==> src/rtl/exception_ctrl_seq_if.sv <==
// Redirect handshake between the exception sequencer (master) and fetch (slave).
// Latency: none, plain wires.
// Backpressure: master holds redirect_valid/redirect_pc until redirect_ready is sampled high.
interface exception_ctrl_seq_if;
    logic        redirect_valid;
    logic [31:0] redirect_pc;
    logic        redirect_ready;

    modport master (
        output redirect_valid,
        output redirect_pc,
        input  redirect_ready
    );

    modport slave (
        input  redirect_valid,
        input  redirect_pc,
        output redirect_ready
    );
endinterface

==> src/rtl/exception_ctrl_seq.sv <==
// Commit-stage exception/interrupt/ERET sequencer: CP0 commit pulse, timed flush, fetch redirect (EXC_VECTORED_INT_EN: vectored interrupts).
// Latency: commit pulse and flush one cycle after the accepted event; redirect after FLUSH_CYCLES of flush.
// Backpressure: redirect held stable until redirect_ready; commit requests are ignored while busy.
module exception_ctrl_seq #(
    parameter int          NUM_HW_INT      = 6,
    parameter int          SYNC_STAGES     = 2,
    parameter int          FLUSH_CYCLES    = 2,
    parameter logic [31:0] INT_VEC_SPACING = 32'h20
) (
    input  logic                  clk,
    input  logic                  reset,
    input  logic [NUM_HW_INT-1:0] hw_int,
    input  logic [31:0]           status,
    input  logic [31:0]           cause,
    input  logic [31:0]           ebase,
    input  logic [31:0]           epc,
    input  logic [31:0]           errepc,
    input  logic                  commit_valid,
    input  logic [10:0]           exc_req,
    input  logic                  eret,
    input  logic                  load,
    input  logic                  in_delayslot,
    input  logic [31:0]           pc_current,
    input  logic [31:0]           data_address,
    output logic                  exc_commit,
    output logic                  eret_commit,
    output logic [4:0]            exc_code,
    output logic [31:0]           epc_out,
    output logic [31:0]           badvaddr_out,
    output logic                  badvaddr_we,
    output logic [18:0]           vpn2_out,
    output logic                  vpn2_we,
    output logic                  flush,
    output logic                  busy,
    output logic                  int_pending,
    exception_ctrl_seq_if.master  redir
);

    localparam logic [3:0] FLUSH_INIT = 4'(FLUSH_CYCLES - 1);

    typedef enum logic [1:0] {
        ST_IDLE,
        ST_FLUSH,
        ST_REDIRECT
    } state_t;

    state_t      state;
    logic [3:0]  flush_cnt;
    logic        redirect_valid_q;
    logic [31:0] redirect_pc_q;

    // CP0 status/cause fields used here
    logic ie, exl, erl, bev, iv;
    assign ie  = status[0];
    assign exl = status[1];
    assign erl = status[2];
    assign bev = status[22];
    assign iv  = cause[23];

    // Index 0 is the first synchroniser flop, SYNC_STAGES-1 the one the logic uses.
    logic [SYNC_STAGES-1:0][NUM_HW_INT-1:0] sync_q;
    logic [5:0] hw_now;
    logic [5:0] hw_next;
    logic [7:0] pend;
    logic [7:0] pend_next;
    logic       int_take;

    // Hardware interrupt synchroniser chain
    always_ff @(posedge clk or negedge reset) begin
        if (!reset) begin
            sync_q <= '0;
        end else begin
            sync_q <= {sync_q[SYNC_STAGES-2:0], hw_int};
        end
    end

    // Widen synchronised lines to the six IP[7:2] positions; absent lines read as 0
    always_comb begin
        hw_now  = '0;
        hw_next = '0;
        hw_now[NUM_HW_INT-1:0]  = sync_q[SYNC_STAGES-1];
        hw_next[NUM_HW_INT-1:0] = sync_q[SYNC_STAGES-2];
    end

    assign pend      = {hw_now, cause[9:8]} & status[15:8];
    assign pend_next = {hw_next, cause[9:8]} & status[15:8];
    assign int_take  = (|pend) & ie & ~exl & ~erl;

    // Interrupt offset (with IV=1) from the exception base
    logic [31:0] int_off;
`ifdef EXC_VECTORED_INT_EN
    logic [2:0] int_idx;

    // Highest pending enabled IP index selects the vector
    always_comb begin
        int_idx = '0;
        for (int i = 0; i < 8; i++) begin
            if (pend[i]) int_idx = 3'(i);
        end
        int_off = 32'h200 + 32'(int_idx) * INT_VEC_SPACING;
    end

    logic unused_bits;
    assign unused_bits = ^{status[31:23], status[21:16], status[7:3],
                           cause[31:24], cause[22:10], cause[7:0],
                           ebase[31:30], ebase[11:0]};
`else
    assign int_off = 32'h200;

    logic unused_bits;
    assign unused_bits = ^{status[31:23], status[21:16], status[7:3],
                           cause[31:24], cause[22:10], cause[7:0],
                           ebase[31:30], ebase[11:0], INT_VEC_SPACING};
`endif

    // Decoded result of the request at commit
    logic        is_exc;
    logic        is_int;
    logic        is_refill;
    logic [4:0]  code_c;
    logic        bad_we_c;
    logic        vpn_we_c;
    logic [31:0] bad_addr_c;
    logic [31:0] base_c;
    logic [31:0] off_c;
    logic [31:0] exc_target;
    logic [31:0] eret_target;
    logic [31:0] epc_calc;
    logic        take_event;

    // Priority encode interrupt/exception cause, fault address and vector target
    always_comb begin
        is_int     = 1'b0;
        is_refill  = 1'b0;
        code_c     = 5'd0;
        bad_we_c   = 1'b0;
        vpn_we_c   = 1'b0;
        bad_addr_c = 32'h0;
        if (int_take) begin
            is_int = 1'b1;
            code_c = 5'd0;
        end else if (exc_req[0]) begin          // ade_i
            code_c     = 5'd4;
            bad_we_c   = 1'b1;
            bad_addr_c = pc_current;
        end else if (exc_req[1]) begin          // tlbrefill_i
            code_c     = 5'd2;
            bad_we_c   = 1'b1;
            vpn_we_c   = 1'b1;
            bad_addr_c = pc_current;
            is_refill  = 1'b1;
        end else if (exc_req[2]) begin          // tlbinv_i
            code_c     = 5'd2;
            bad_we_c   = 1'b1;
            vpn_we_c   = 1'b1;
            bad_addr_c = pc_current;
        end else if (exc_req[3]) begin          // ri
            code_c = 5'd10;
        end else if (exc_req[5]) begin          // sys
            code_c = 5'd8;
        end else if (exc_req[6]) begin          // bp
            code_c = 5'd9;
        end else if (exc_req[4]) begin          // ov
            code_c = 5'd12;
        end else if (exc_req[7]) begin          // ade_d
            code_c     = load ? 5'd4 : 5'd5;
            bad_we_c   = 1'b1;
            bad_addr_c = data_address;
        end else if (exc_req[8]) begin          // tlbrefill_d
            code_c     = load ? 5'd2 : 5'd3;
            bad_we_c   = 1'b1;
            vpn_we_c   = 1'b1;
            bad_addr_c = data_address;
            is_refill  = 1'b1;
        end else if (exc_req[9]) begin          // tlbinv_d
            code_c     = load ? 5'd2 : 5'd3;
            bad_we_c   = 1'b1;
            vpn_we_c   = 1'b1;
            bad_addr_c = data_address;
        end else if (exc_req[10]) begin         // mod
            code_c     = 5'd1;
            bad_we_c   = 1'b1;
            vpn_we_c   = 1'b1;
            bad_addr_c = data_address;
        end

        is_exc = int_take | (|exc_req);

        base_c = bev ? 32'hBFC0_0200 : {2'b10, ebase[29:12], 12'h000};
        if (is_refill && !exl) begin
            off_c = 32'h000;
        end else if (is_int && iv) begin
            off_c = int_off;
        end else begin
            off_c = 32'h180;
        end
        exc_target  = base_c + off_c;
        eret_target = erl ? errepc : epc;
        epc_calc    = in_delayslot ? (pc_current - 32'd4) : pc_current;
        take_event  = commit_valid & (is_exc | eret);
    end

    // Sequencer: IDLE -> FLUSH -> REDIRECT -> IDLE; commit outputs live for one cycle only
    always_ff @(posedge clk or negedge reset) begin
        if (!reset) begin
            state            <= ST_IDLE;
            flush_cnt        <= '0;
            busy             <= 1'b0;
            flush            <= 1'b0;
            redirect_valid_q <= 1'b0;
            redirect_pc_q    <= '0;
            exc_commit       <= 1'b0;
            eret_commit      <= 1'b0;
            exc_code         <= '0;
            epc_out          <= '0;
            badvaddr_out     <= '0;
            badvaddr_we      <= 1'b0;
            vpn2_out         <= '0;
            vpn2_we          <= 1'b0;
        end else begin
            exc_commit   <= 1'b0;
            eret_commit  <= 1'b0;
            exc_code     <= '0;
            epc_out      <= '0;
            badvaddr_out <= '0;
            badvaddr_we  <= 1'b0;
            vpn2_out     <= '0;
            vpn2_we      <= 1'b0;
            case (state)
                ST_IDLE: begin
                    if (take_event) begin
                        state     <= ST_FLUSH;
                        busy      <= 1'b1;
                        flush     <= 1'b1;
                        flush_cnt <= FLUSH_INIT;
                        if (is_exc) begin
                            redirect_pc_q <= exc_target;
                            exc_commit    <= 1'b1;
                            exc_code      <= code_c;
                            epc_out       <= epc_calc;
                            badvaddr_out  <= bad_we_c ? bad_addr_c : 32'h0;
                            badvaddr_we   <= bad_we_c;
                            vpn2_out      <= vpn_we_c ? bad_addr_c[31:13] : 19'h0;
                            vpn2_we       <= vpn_we_c;
                        end else begin
                            redirect_pc_q <= eret_target;
                            eret_commit   <= 1'b1;
                        end
                    end
                end
                ST_FLUSH: begin
                    if (flush_cnt == 4'd0) begin
                        state            <= ST_REDIRECT;
                        flush            <= 1'b0;
                        redirect_valid_q <= 1'b1;
                    end else begin
                        flush_cnt <= flush_cnt - 4'd1;
                    end
                end
                ST_REDIRECT: begin
                    if (redir.redirect_ready) begin
                        state            <= ST_IDLE;
                        busy             <= 1'b0;
                        redirect_valid_q <= 1'b0;
                    end
                end
                default: begin
                    state            <= ST_IDLE;
                    busy             <= 1'b0;
                    flush            <= 1'b0;
                    redirect_valid_q <= 1'b0;
                end
            endcase
        end
    end

    // Pending flag computed from the value entering the last sync flop so it lines up with int_take
    always_ff @(posedge clk or negedge reset) begin
        if (!reset) begin
            int_pending <= 1'b0;
        end else begin
            int_pending <= |pend_next;
        end
    end

    assign redir.redirect_valid = redirect_valid_q;
    assign redir.redirect_pc    = redirect_pc_q;

endmodule
==> src/flat_wrapper.sv <==
// flat-port wrapper written by rule: the top's interface ports become plain ports
module exception_ctrl_seq_flat 
#(
    parameter int          NUM_HW_INT      = 6,
    parameter int          SYNC_STAGES     = 2,
    parameter int          FLUSH_CYCLES    = 2,
    parameter logic [31:0] INT_VEC_SPACING = 32'h20
)
  (clk, reset, hw_int, status, cause, ebase, epc, errepc, commit_valid, exc_req, eret, load, in_delayslot, pc_current, data_address, exc_commit, eret_commit, exc_code, epc_out, badvaddr_out, badvaddr_we, vpn2_out, vpn2_we, flush, busy, int_pending, redir_redirect_valid, redir_redirect_pc, redir_redirect_ready);
  exception_ctrl_seq_if redir_i ();
  input  logic clk;
  input  logic reset;
  input  logic [NUM_HW_INT-1:0] hw_int;
  input  logic [31:0] status;
  input  logic [31:0] cause;
  input  logic [31:0] ebase;
  input  logic [31:0] epc;
  input  logic [31:0] errepc;
  input  logic commit_valid;
  input  logic [10:0] exc_req;
  input  logic eret;
  input  logic load;
  input  logic in_delayslot;
  input  logic [31:0] pc_current;
  input  logic [31:0] data_address;
  output logic exc_commit;
  output logic eret_commit;
  output logic [4:0] exc_code;
  output logic [31:0] epc_out;
  output logic [31:0] badvaddr_out;
  output logic badvaddr_we;
  output logic [18:0] vpn2_out;
  output logic vpn2_we;
  output logic flush;
  output logic busy;
  output logic int_pending;
  output wire logic [$bits(redir_i.redirect_valid)-1:0] redir_redirect_valid;
  output wire logic [$bits(redir_i.redirect_pc)-1:0] redir_redirect_pc;
  input wire logic [$bits(redir_i.redirect_ready)-1:0] redir_redirect_ready;
  assign redir_redirect_valid = redir_i.redirect_valid;
  assign redir_redirect_pc = redir_i.redirect_pc;
  assign redir_i.redirect_ready = redir_redirect_ready;
  exception_ctrl_seq #(.NUM_HW_INT(NUM_HW_INT), .SYNC_STAGES(SYNC_STAGES), .FLUSH_CYCLES(FLUSH_CYCLES), .INT_VEC_SPACING(INT_VEC_SPACING)) u_core (.clk(clk), .reset(reset), .hw_int(hw_int), .status(status), .cause(cause), .ebase(ebase), .epc(epc), .errepc(errepc), .commit_valid(commit_valid), .exc_req(exc_req), .eret(eret), .load(load), .in_delayslot(in_delayslot), .pc_current(pc_current), .data_address(data_address), .exc_commit(exc_commit), .eret_commit(eret_commit), .exc_code(exc_code), .epc_out(epc_out), .badvaddr_out(badvaddr_out), .badvaddr_we(badvaddr_we), .vpn2_out(vpn2_out), .vpn2_we(vpn2_we), .flush(flush), .busy(busy), .int_pending(int_pending), .redir(redir_i));
endmodule
==> config.mk <==
export PLATFORM = sky130hd
export DESIGN_NAME = exception_ctrl_seq_flat
export DESIGN_NICKNAME = d
export VERILOG_FILES = /design/src/rtl/exception_ctrl_seq_if.sv /design/src/rtl/exception_ctrl_seq.sv /design/src/flat_wrapper.sv
export SDC_FILE = /design/constraint.sdc
export NUM_CORES = 1
export LEC_CHECK = 0
export ABC_AREA = 1
export BUFFER_PORTS_ARGS = -buffer_cell sky130_fd_sc_hd__buf_2
export CORE_AREA = 5 5 142 144
export DETAILED_ROUTE_END_ITERATION = 6
export DIE_AREA = 0 0 147 149
export HOLD_SLACK_MARGIN = 0.06
export MAX_ROUTING_LAYER = met4
export PLACE_DENSITY_LB_ADDON = 0.1
export RECOVER_POWER = 100
export SKIP_CTS_REPAIR_TIMING = 1
export SLEW_MARGIN = 10
export SYNTH_ARGS = -nofsm -noshare
export SYNTH_HDL_FRONTEND = slang
export SYNTH_SLANG_ARGS = --single-unit
==> constraint.sdc <==
create_clock -name clk -period 4.39 [get_ports clk]
set_input_delay 0.2195 -clock clk [delete_from_list [all_inputs] [get_ports clk]]
set_output_delay 0.2195 -clock clk [all_outputs]
set_load 0.05 [all_outputs]
# Yosys cells after proc, flatten, opt, wreduce, memory -nomap -nowiden

Cells that the tools add are included.

Bits in registers: 146

Add/subtract/negate cells: 3
Reduce and logical (&&, ||, !) cells: 15
Bitwise operators: 13
Equality and inequality tests: 6
Multiplexer cells: 104

Operators by type and width:

| kind                                                                     | number |
|---|---|
| 32-bit 2-to-1 mux                                                        | 23 |
| 19-bit 2-to-1 mux                                                        | 4 |
| 5-bit 2-to-1 mux                                                         | 14 |
| 1-bit 2-to-1 mux                                                         | 51 |
| 32-bit adder                                                             | 1 |
| 32-bit by 3-bit subtractor with 32-bit output (second input constant)    | 1 |
| 30-bit 2-to-1 mux                                                        | 1 |
| 8-bit bitwise AND                                                        | 2 |
| 8-bit OR reduction                                                       | 2 |
| 3-bit AND reduction                                                      | 5 |
| 11-bit OR reduction                                                      | 1 |
| 10-bit 2-to-1 mux                                                        | 1 |
| 1-bit one-hot mux with 3 select lines                                    | 3 |
| 4-bit 2-to-1 mux                                                         | 2 |
| 4-bit one-hot mux with 2 select lines                                    | 1 |
| 2-bit 2-to-1 mux                                                         | 3 |
| 2-bit one-hot mux with 3 select lines                                    | 1 |
| 1-bit NOT                                                                | 5 |
| 1-bit bitwise AND                                                        | 4 |
| 4-bit logical NOT                                                        | 1 |
| 2-bit by 1-bit inequality test with 1-bit output (second input constant) | 2 |
| 2-bit inequality test (second input constant)                            | 2 |
| 4-bit by 1-bit subtractor with 4-bit output (second input constant)      | 1 |
| 2-bit by 1-bit == test with 1-bit output (second input constant)         | 1 |
| 7 further kinds                                                          | 9 |

# Longest topological paths before layout

Word-level depth: 16
Depth in mapped cells: 13
Gate-level depth less buffers: 13

# Worst setup path before layout

OpenSTA, ideal clock, no wires.

Path kind: register -> register
Start point: reg u_core.sync_q, in the netlist u_core.hw_now[2]
End point: reg u_core.redirect_pc_q[9] (netlist: u_core.redir.redirect_pc[9])
Path slack: 2.894 ns
Library setup time: 0.118 ns
Data arrival time: 1.378 ns
Buffers on the path: 0
Required time: 4.272 ns
Clock period less this slack: 1.496 ns
Stages on the path, launching flop included: 14
Path through: dfrtp_1 -> nand2_1 -> nand2_1 -> nor2_1 -> nand2_1 -> nand2_4 -> inv_1 -> nand2_1 -> inv_1 -> ha_1 -> nand2_1 -> o21ai_0 -> nand2_1 -> nand2_1

Word-level cells in the longest chain between the ends: 11

Ends and longest elaborated chain:

| element                            | line                      | source |
|---|---|---|
| start: declaration                 | exception_ctrl_seq.sv:61  | `logic [SYNC_STAGES-1:0][NUM_HW_INT-1:0] sync_q;` |
| start signal: assignment           | exception_ctrl_seq.sv:73  | `sync_q <= {sync_q[SYNC_STAGES-2:0], hw_int};` |
| 8-bit bitwise AND (*)              | exception_ctrl_seq.sv:85  | `assign pend = {hw_now, cause[9:8]} & status[15:8];` |
| 8-bit OR reduction (*)             | exception_ctrl_seq.sv:87  | `assign int_take = (\|pend) & ie & ~exl & ~erl;` |
| 1-bit bitwise AND (*) (3 in a row) | exception_ctrl_seq.sv:87  |  |
| 1-bit 2-to-1 mux                   | exception_ctrl_seq.sv:139 | `if (int_take) begin` |
| 1-bit logical AND                  | exception_ctrl_seq.sv:192 | `end else if (is_int && iv) begin` |
| 10-bit 2-to-1 mux                  | exception_ctrl_seq.sv:192 |  |
| 32-bit 2-to-1 mux                  | exception_ctrl_seq.sv:190 | `if (is_refill && !exl) begin` |
| 32-bit adder                       | exception_ctrl_seq.sv:197 | `exc_target = base_c + off_c;` |
| 32-bit 2-to-1 mux                  | exception_ctrl_seq.sv:236 | `if (is_exc) begin` |
| end signal: assignment             | exception_ctrl_seq.sv:237 | `redirect_pc_q <= exc_target;` |
| end signal: assignment             | exception_ctrl_seq.sv:246 | `redirect_pc_q <= eret_target;` |
| end: declaration                   | exception_ctrl_seq.sv:50  | `logic [31:0] redirect_pc_q;` |

Mark *: on every way between the ends. The rest lies on a longest branch, timed or not.
A chain may end at the register's enable or synchronous reset.

# Worst setup path after layout

Start point: in status[15]
End point: reg u_core.redirect_pc_q[29] (netlist: u_core.redir.redirect_pc[29])

Word-level cells in the longest chain between the ends: 11

Ends and longest elaborated chain:

| element                            | line                      | source |
|---|---|---|
| start: declaration                 | flat_wrapper.sv:14        | `input logic [31:0] status;` |
| 8-bit bitwise AND (*)              | exception_ctrl_seq.sv:85  |  |
| 8-bit OR reduction (*)             | exception_ctrl_seq.sv:87  |  |
| 1-bit bitwise AND (*) (3 in a row) | exception_ctrl_seq.sv:87  |  |
| 1-bit 2-to-1 mux                   | exception_ctrl_seq.sv:139 |  |
| 1-bit logical AND                  | exception_ctrl_seq.sv:192 |  |
| 10-bit 2-to-1 mux                  | exception_ctrl_seq.sv:192 |  |
| 32-bit 2-to-1 mux                  | exception_ctrl_seq.sv:190 |  |
| 32-bit adder                       | exception_ctrl_seq.sv:197 |  |
| 32-bit 2-to-1 mux                  | exception_ctrl_seq.sv:236 |  |

Marks and branches as above.

==> key figures <==
Status
  • Status: complete, but fails checks
  • Violations in the final reports: max-capacitance violations, max-slew violations

Cells and area
  • Share of post-route cells with drive strength above 1: 0.190
  • Utilization of the core after routing: 0.505
  • Sequential cell area: 3630 um^2
  • Final net count: 1496
  • Final-layout fill cell count: 1935
  • Area growth from synthesis to final layout: 31.1%
  • Multi-input gate area in the final layout: 2890 um^2

Critical path
  • Delay-heaviest family, CP: buffers and inverters
  • Data arrival time at the worst-slack endpoint: 3.42 ns
  • Ordered cell list for the critical path: dlygate4sd3_1 > buf_2 > nand2_1 > nand2_1 > nor2_1 > nand2_1 > nand2_4 > nand3_1 > nand2_1 > clkinvlp_2 > nand2_1 > nand2_1
  • Reg-to-Reg Start: u_core.hw_now[2]
  • Critical path depth: 12
  • Kind of start point of the critical path: input pin
  • Slowest stage cell on the critical path: sky130_fd_sc_hd__clkinvlp_2
  • Type of destination of the critical path: register
  • Most prevalent standard cell on the critical path: sky130_fd_sc_hd__nand2_1
  • Cell depth of the worst flop-to-flop path: 10
  • Critical Path End: u_core.redir.redirect_pc[29]
  • Capturing point of the worst reg2reg path: u_core.redir.redirect_pc[29]
  • Launch point of the critical path: status[15]
  • Setup Crit Path Kind: input pin to register
  • Maximum fanout along the worst path: 26
  • Endpoint required time on the critical path: 4.69 ns
  • Stage delay of the slowest cell on the critical path: 1.01 ns
  • Slack of the worst reg-to-reg path: 1.32 ns
  • Count of buffer and inverter cells on the critical path: 3

Timing
  • RSZ-0062 raised after global routing: no
  • Clock tree skew after final layout: 0.0135 ns
  • Hold Fails Final Rpt: 0
  • Final-report setup violation count: 0
  • Transition time at the pin with the least slew margin: 2.08 ns
  • Timing-limited maximum frequency: 320 MHz
  • Worst slew slack as a fraction of its limit: -0.384
  • Shortest period the worst path allows: 3.12 ns
  • Total negative slack for setup checks: 0 ns
  • Post-route fraction of the period consumed by the critical path: 0.711
  • Number of slew-limit violations in the final report: 41

Die
  • Chip height: 149 um
  • Initial Util: 0.385
  • Number of rows in the core area: 50
  • Count of boundary I/O pins: 376
  • Horizontal die dimension: 147 um
  • Die Area: 21900 um^2
  • Core area: 18600 um^2

Yosys
  • Post-synthesis net count: 1183
  • Number of register bits inferred by synthesis: 145
  • Async set-reset flop share out of synthesis: 1.00
  • Sequential fraction of the synthesis area: 0.507
  • Yosys warning total: 0
  • Top cells by area, synth: sky130_fd_sc_hd__dfrtp_1 (51%), sky130_fd_sc_hd__nand2_1 (17%), sky130_fd_sc_hd__nor2_1 (5.3%)
  • Fraction of synthesized cell area taken by the top area cell type: 0.507
  • Yosys top cell by area: sky130_fd_sc_hd__dfrtp_1
  • Post-synth design cell area: 7150 um^2
  • Syn avg cell area: 7.68 um^2
  • Commonest register cell after synthesis: sky130_fd_sc_hd__dfrtp_1
  • Number of cells produced by synthesis: 931
  • Netlist cell types: 33
  • Number of enable-type register cells in the synthesized netlist: 0
  • Cell with the most instances after synthesis: sky130_fd_sc_hd__nand2_1
  • Post-synth top cells: sky130_fd_sc_hd__nand2_1 (315), sky130_fd_sc_hd__dfrtp_1 (145), sky130_fd_sc_hd__nor2_1 (101)

Pwr
  • Static leakage: 4.97 nW
  • Largest vdd supply drop: 0.275 mV
  • Power density over cell area: 519 nW/um^2

Route
  • Number of detailed-route iterations in the first pass: 5
  • Average wire length per cell after detail routing: 15.3 um
  • Antenna Violating Nets Remaining: 0
  • Routed wire length: 22800 um
  • Starting DRC count in detailed routing: 287
  • Average via count per standard cell: 4.64
  • Via count: 6951
  • Remaining design rule violation count: 0

Placement
  • DPL Wire Length: 17200 um
  • Port buffer count: 311
  • RePlAce Congestion: 0.877

Worst hold path
  • HP Class: input pin to register
  • Number of stages on the worst hold path: 3

GRT
  • GRT overflow: 0
  • Global-route wire length before repair: 35500 um
  • Vias in the first global route: 6953
  • Aggregate global-route resource usage: 0.210
  • Initial antenna violation count: 6
  • Maximum number of pins on one net before global-route repair: 61

Clocking
  • CTS root buf: sky130_fd_sc_hd__clkbuf_16
  • TritonCTS clock tree: done
  • Inserted Clock Buffers: 17
  • Count of clock tree sinks: 145
  • CTS Buffer Depth: 2
  • CTS H-tree lvls: 4
  • Clock slew at the register clock pins of the worst setup and hold paths: 0.06 ns
  • Skew-Pair Late Insertion Delay: 0.42 ns

Run
  • Max-cap check violation count: 1
-- per-layer routing --
| metal | share of wire | up-vias | GRT usage |
|---|---|---|---|
| met5 | 0 | - | - |
| met4 | 0.017 | 0 | 0.0587 |
| met3 | 0.073 | 20 | 0.0678 |
| met2 | 0.46 | 225 | 0.329 |
| met1 | 0.45 | 3183 | 0.263 |
| li1 | - | 3523 | - |
-- placed cells by master, fill, tap and decap left out, drive strengths merged, types with 2 or more instances in the layout --
cell type	count
inv	106
dlygate4sd3	15
diode	6
nand2	319
o21ai	44
a221oi	2
clkbuf	148
xnor2	2
xor2	12
clkinv	5
buf	188
nand4	9
a21oi	17
nor3	25
nand3	74
ha	4
mux2i	2
dfrtp	145
nor2	123
clkinvlp	4
a31oi	7
-- area by class of cell --
type	count	share of cell area
Sequential cell	145	0.387
Multi-Input combinational cell	646	0.308
Timing Repair Buffer	332	0.170
Clock buffer	19	0.0483
Inverter	102	0.0412
Tap cell	234	0.0312
Clock inverter	13	0.0125
Antenna cell	6	0.00160
-- sequential cells by signal, summed over array words and instances (netlist names) --
register	flops
u_core.redir.redirect_pc	32
u_core.hw_now	6
u_core.badvaddr_we	1
u_core.epc_out	32
u_core.redir.redirect_valid	1
u_core.hw_next	6
u_core.state	2
u_core.busy	1
u_core.vpn2_we	1
u_core.exc_commit	1
u_core.vpn2_out	19
u_core.eret_commit	1
u_core.exc_code	4
u_core.int_pending	1
u_core.flush	1
u_core.flush_cnt	4
u_core.badvaddr_out	32
-- stage by stage --
stage / cell area (um^2) / hold slack [ns] / setup slack (ns) / power, W / instances
3_5_place_dp: 8860 / 0.245 / 1.80 / 0.00357 / 1444
5_1_grt: 9380 / 0.0659 / 0.941 / 0.00512 / 1497
4_1_cts: 9430 / -0.211 / 2.08 / 0.00498 / 1476
6_report: 9380 / 0.0629 / 1.27 / 0.00486 / 1497
2_1_floorplan: 7150 / -0.0761 / 2.89 / 0.00306 / 931
3_3_place_gp: 8860 / 0.244 / 1.82 / 0.00356 / 1444
-- worst reg2reg max path, cell delays in order (launching register included) --
cell and delay, ns:
sky130_fd_sc_hd__dfrtp_1 0.37, sky130_fd_sc_hd__nand2_1 0.07, sky130_fd_sc_hd__nand2_1 0.05, sky130_fd_sc_hd__nor2_1 0.09
sky130_fd_sc_hd__nand2_1 0.15, sky130_fd_sc_hd__nand2_4 0.17, sky130_fd_sc_hd__nand3_1 0.08, sky130_fd_sc_hd__nand2_1 0.59
sky130_fd_sc_hd__clkinvlp_2 1.02, sky130_fd_sc_hd__nand2_1 0.29, sky130_fd_sc_hd__nand2_1 0.08
-- worst min-delay path by stage --
stage                                    to           start
floorplan            u_core.badvaddr_out[0]           reset
global placement    u_core.badvaddr_out[18]           reset
detailed placement  u_core.badvaddr_out[20]           reset
CTS                 u_core.badvaddr_out[15]           reset
global route              u_core.epc_out[7]   pc_current[7]
finish                   u_core.epc_out[30]  pc_current[30]
-- where the power goes --
group          internal, W  total [W]  switching (W)
sequential         0.00159    0.00170       0.000108
combinational     0.000335    0.00177        0.00143
clock             0.000773    0.00139       0.000622
total              0.00270    0.00486        0.00216
-- kinds of logic (layout without fill, tap and decap cells) --
kind of cell    after synthesis  after routing  share of synthesized area
simple gates                553            553                      0.327
flops                       145            145                      0.507
buf+inv                     140            466                     0.0847
compound gates               72             72                     0.0535
xor+xnor                     14             14                     0.0171
fa+ha+maj                     4              4                    0.00700
mux                           2              2                    0.00280
other cells                   1              7                   0.000524
(Power assumes the default switching activity.)
